==> config.mk <==
export PLATFORM = sky130hd
export DESIGN_NAME = demux_1bit_sync
export DESIGN_NICKNAME = d
export VERILOG_FILES = /design/src/rtl/demux_pkg.sv /design/src/rtl/demux_1bit_sync.sv
export SDC_FILE = /design/constraint.sdc
export NUM_CORES = 1
export LEC_CHECK = 0
export ABC_AREA = 1
export CAP_MARGIN = 20
export CORE_AREA = 3 3 40 42
export CTS_CLUSTER_DIAMETER = 150
export CTS_CLUSTER_SIZE = 10
export DETAILED_ROUTE_END_ITERATION = 10
export DIE_AREA = 0 0 43 45
export GPL_TIMING_DRIVEN = 0
export SYNTH_ARGS = -nofsm -noshare
export SYNTH_HDL_FRONTEND = slang
export SYNTH_SLANG_ARGS = --single-unit
==> constraint.sdc <==
create_clock -name clk -period 1.1 [get_ports clk]
set_input_delay 0.11 -clock clk [delete_from_list [all_inputs] [get_ports clk]]
set_output_delay 0.11 -clock clk [all_outputs]
set_load 0.1 [all_outputs]
==> src/rtl/demux_pkg.sv <==
// Shared definitions for the single-bit registered demultiplexer.
package demux_pkg;

    localparam logic DEMUX_IDLE = 1'b0;

    function automatic logic sel_in_range(input int unsigned sel, input int unsigned n_out);
        return (sel < n_out);
    endfunction

endpackage

==> src/rtl/demux_1bit_sync.sv <==
// Registered 1-to-N single-bit demultiplexer with a sticky out-of-range select flag.
module demux_1bit_sync
    import demux_pkg::*;
#(
    parameter int unsigned N_OUT      = 2,
    parameter int unsigned SEL_W      = $clog2(N_OUT),
    parameter bit          HOLD_UNSEL = 1'b0
) (
    input  logic             clk,
    input  logic             rst,
    input  logic             en,
    input  logic             x,
    input  logic [SEL_W-1:0] sel,
    output logic [N_OUT-1:0] y,
    output logic [SEL_W-1:0] sel_q,
    output logic             sel_err
);

    always_ff @(posedge clk) begin
        if (rst) begin
            y       <= {N_OUT{DEMUX_IDLE}};
            sel_q   <= '0;
            sel_err <= 1'b0;
        end else if (en) begin
            sel_q <= sel;
            if (sel_in_range(32'(sel), N_OUT)) begin
                for (int unsigned i = 0; i < N_OUT; i++) begin
                    if (i == 32'(sel))
                        y[i] <= x;
                    else if (!HOLD_UNSEL)
                        y[i] <= DEMUX_IDLE;
                end
            end else begin
                // Out-of-range select clears every output even in hold mode.
                y       <= {N_OUT{DEMUX_IDLE}};
                sel_err <= 1'b1;
            end
        end
    end

endmodule

==> impl_metrics.py <==
metrics = {
    "run_status": {
        "status": "finished clean",
    },
    "critical_path": {
        "cp.required_ns": 0.99,
        "cp_slowest_cell": "buf_2",
        "startpoint_type": "flip-flop",
        "slowest_delay_ns": 0.41,
        "cp.depth": 1,
        "path_cells": "buf_2",
        "critical_path_class": "reg -> out",
        "crit_buf_inv": 1,
        "crit_family": "buffers and inverters",
        "startpoint": "y[0]",
        "endpoint_kind": "primary output",
        "critPathMaxFanout": 2,
        "worstPathArrival_ns": 0.96,
        "crit_path_end": "y[0]",
        "r2r_slack_ns": 0.48,
        "r2r-start": "y[1]",
        "r2r_cells": 2,
        "r2r-end": "y[1]",
    },
    "clock_tree": {
        "hold_buffers": 0,
        "cts_tree": "built",
        "clkSinkCount": 3,
        "insertion_delay_ns": 0.23,
        "cts_buffer_depth": 2,
        "root_buffer": "clkbuf_4",
        "cts_buffers": 3,
        "cts.clk_slew.worst_paths_ns": 0.04,
        "h-tree-depth": 1,
    },
    "drt": {
        "first_iter_violations": 6,
        "drt_wl_total_um": 303,
        "dr.pass1.iters": 4,
        "drtAntennaViolNets": 0,
        "viasPerCell": 3.05,
        "num_vias": 131,
        "wire_per_inst_um": 7.05,
        "route.detailed.drc": 0,
    },
    "hold_path": {
        "hold_class": "in -> reg",
    },
    "cells_and_area": {
        "final_common_cell": "clkbuf_4",
        "n_antenna_cell": 0,
        "layout.nets": 34,
        "final_cell_mix": "5 x clkbuf_4, 4 x clkdlybuf4s50_1, 3 x nor2_1, 3 x dfxtp_2",
        "fin_cells": 43,
        "final_core_util": 0.180,
        "layout-drive-gt1-share": 0.393,
        "areaGrowthSynthToFinish_pct": 88.8,
        "final_area_um2": 231,
    },
    "global_route": {
        "antenna_found_initial": 0,
        "grt_pass1_vias": 128,
        "grt_overflow_total": 0,
        "grt_max_degree": 5,
        "grt_usage": 0.0408,
        "grt_pass1_wl_um": 483,
    },
    "logic_synthesis": {
        "yosysWarningCount": 0,
        "synth.distinct_cells": 10,
        "synth_nets": 22,
        "syn_inst": 17,
        "synth-seq-cells": 3,
        "syn_area_per_cell_um2": 7.21,
        "syn_area_um2": 123,
        "ys_seq_area_frac": 0.490,
    },
    "sta": {
        "fin_skew_ns": 0,
        "fin_crit_sh": 0.971,
        "setup_viol": 0,
        "hold_viol": 0,
        "drv_slew": 0,
        "max_freq_mhz": 936,
        "min_period_ns": 1.07,
        "rsz0062_at_grt": "no",
    },
    "die": {
        "start_util": 0.0954,
        "die-width_um": 43,
        "die_y_um": 45,
        "core_area_um2": 1280,
        "pin_count": 9,
        "rows": 13,
        "dieArea_um2": 1940,
    },
    "power_and_ir_drop": {
        "ir_drop_uv": 286,
        "p_leak_nw": 0.108,
        "powerDensity_nw_per_um2": 1770,
    },
    "placement": {
        "portBuffers": 7,
        "dp.cells": 39,
        "dpl_cell_area_um2": 215,
        "place.gp.congestion": 0.619,
    },
    "run": {
        "max-cap-violations": 0,
    },
}
## report_power, final
group	switching, mW	leakage [nW]	internal, mW
Sequential	0.00268	0.0258	0.117
Combinational	0.0740	0.0676	0.0261
Clock	0.0542	0.0150	0.136
## worst register-to-register path, cell delays in order, from the launching register on
cell     delay, ns
dfxtp_2       0.31
o21ai_0       0.15
nor2_1        0.06
## kinds of logic after synthesis
| logic type | Yosys count | synth area share |
|---|---|---|
| AND/OR/NAND/NOR | 5 | 0.163 |
| AO/OA/AOI/OAI | 4 | 0.163 |
| buffers and inverters | 4 | 0.153 |
| flip-flops | 3 | 0.490 |
| other | 1 | 0.0306 |
## Yosys cell counts (all sizes together)
cell type | n | share of area
dfxtp | 3 | 0.49
o21ai | 2 | 0.082
nand3 | 1 | 0.041
inv | 3 | 0.092
a21oi | 2 | 0.082
buf | 1 | 0.061
conb | 1 | 0.031
nor2 | 3 | 0.092
nand2 | 1 | 0.031
## worst min-delay path by stage
stage                     startpoint   end  slack (ns)  cells after the start
after floorplan                  rst  y[0]        0.17                      1
final                            rst  y[0]        0.45                      2
after global placement          y[0]  y[0]        0.46                      2
after detailed placement        y[0]  y[0]        0.46                      2
after global routing             rst  y[0]        0.46                      2
after CTS                        rst  y[0]        0.45                      2
## flip-flops by register name, summed over array words and instances, names as in the netlist
name and cells:
sel_q 1, y 2
## per-layer routing
metal	routed length (um)	global-route usage	part of all wire	up-vias
met4	0	0.0542	0	0
met5	0	0	0	-
li1	-	-	-	72
met2	135	0.0389	0.45	7
met1	120	0.0434	0.40	52
met3	46	0.0359	0.15	0
## stage by stage
step	setup TNS [ns]	hold WS, ns	total power [mW]	worst slack, ns
floorplan	0	0.172	0.194	0.149
global placement	-1.32	0.459	0.225	-0.441
detailed placement	-1.32	0.464	0.225	-0.444
CTS	0	0.449	0.418	0.0133
global route	0	0.462	0.434	0.00930
finish	0	0.451	0.410	0.0321
## what timing repair did
item / CTS / global route
buffers inserted: 0 / 0
setup endpoints to repair: 3 / 2
gates resized for setup: 15 / 2
## area by class of cell
class / count / area (um^2)
multi-input combinational: 10 / 43.8
fill: 155 / 1050
tap: 15 / 18.8
clock buffer: 4 / 26.3
buffer: 1 / 7.51
inverter: 3 / 11.3
timing repair buffer: 7 / 60.1
sequential: 3 / 63.8
Note: power is estimated with default switching activity, not from simulation.
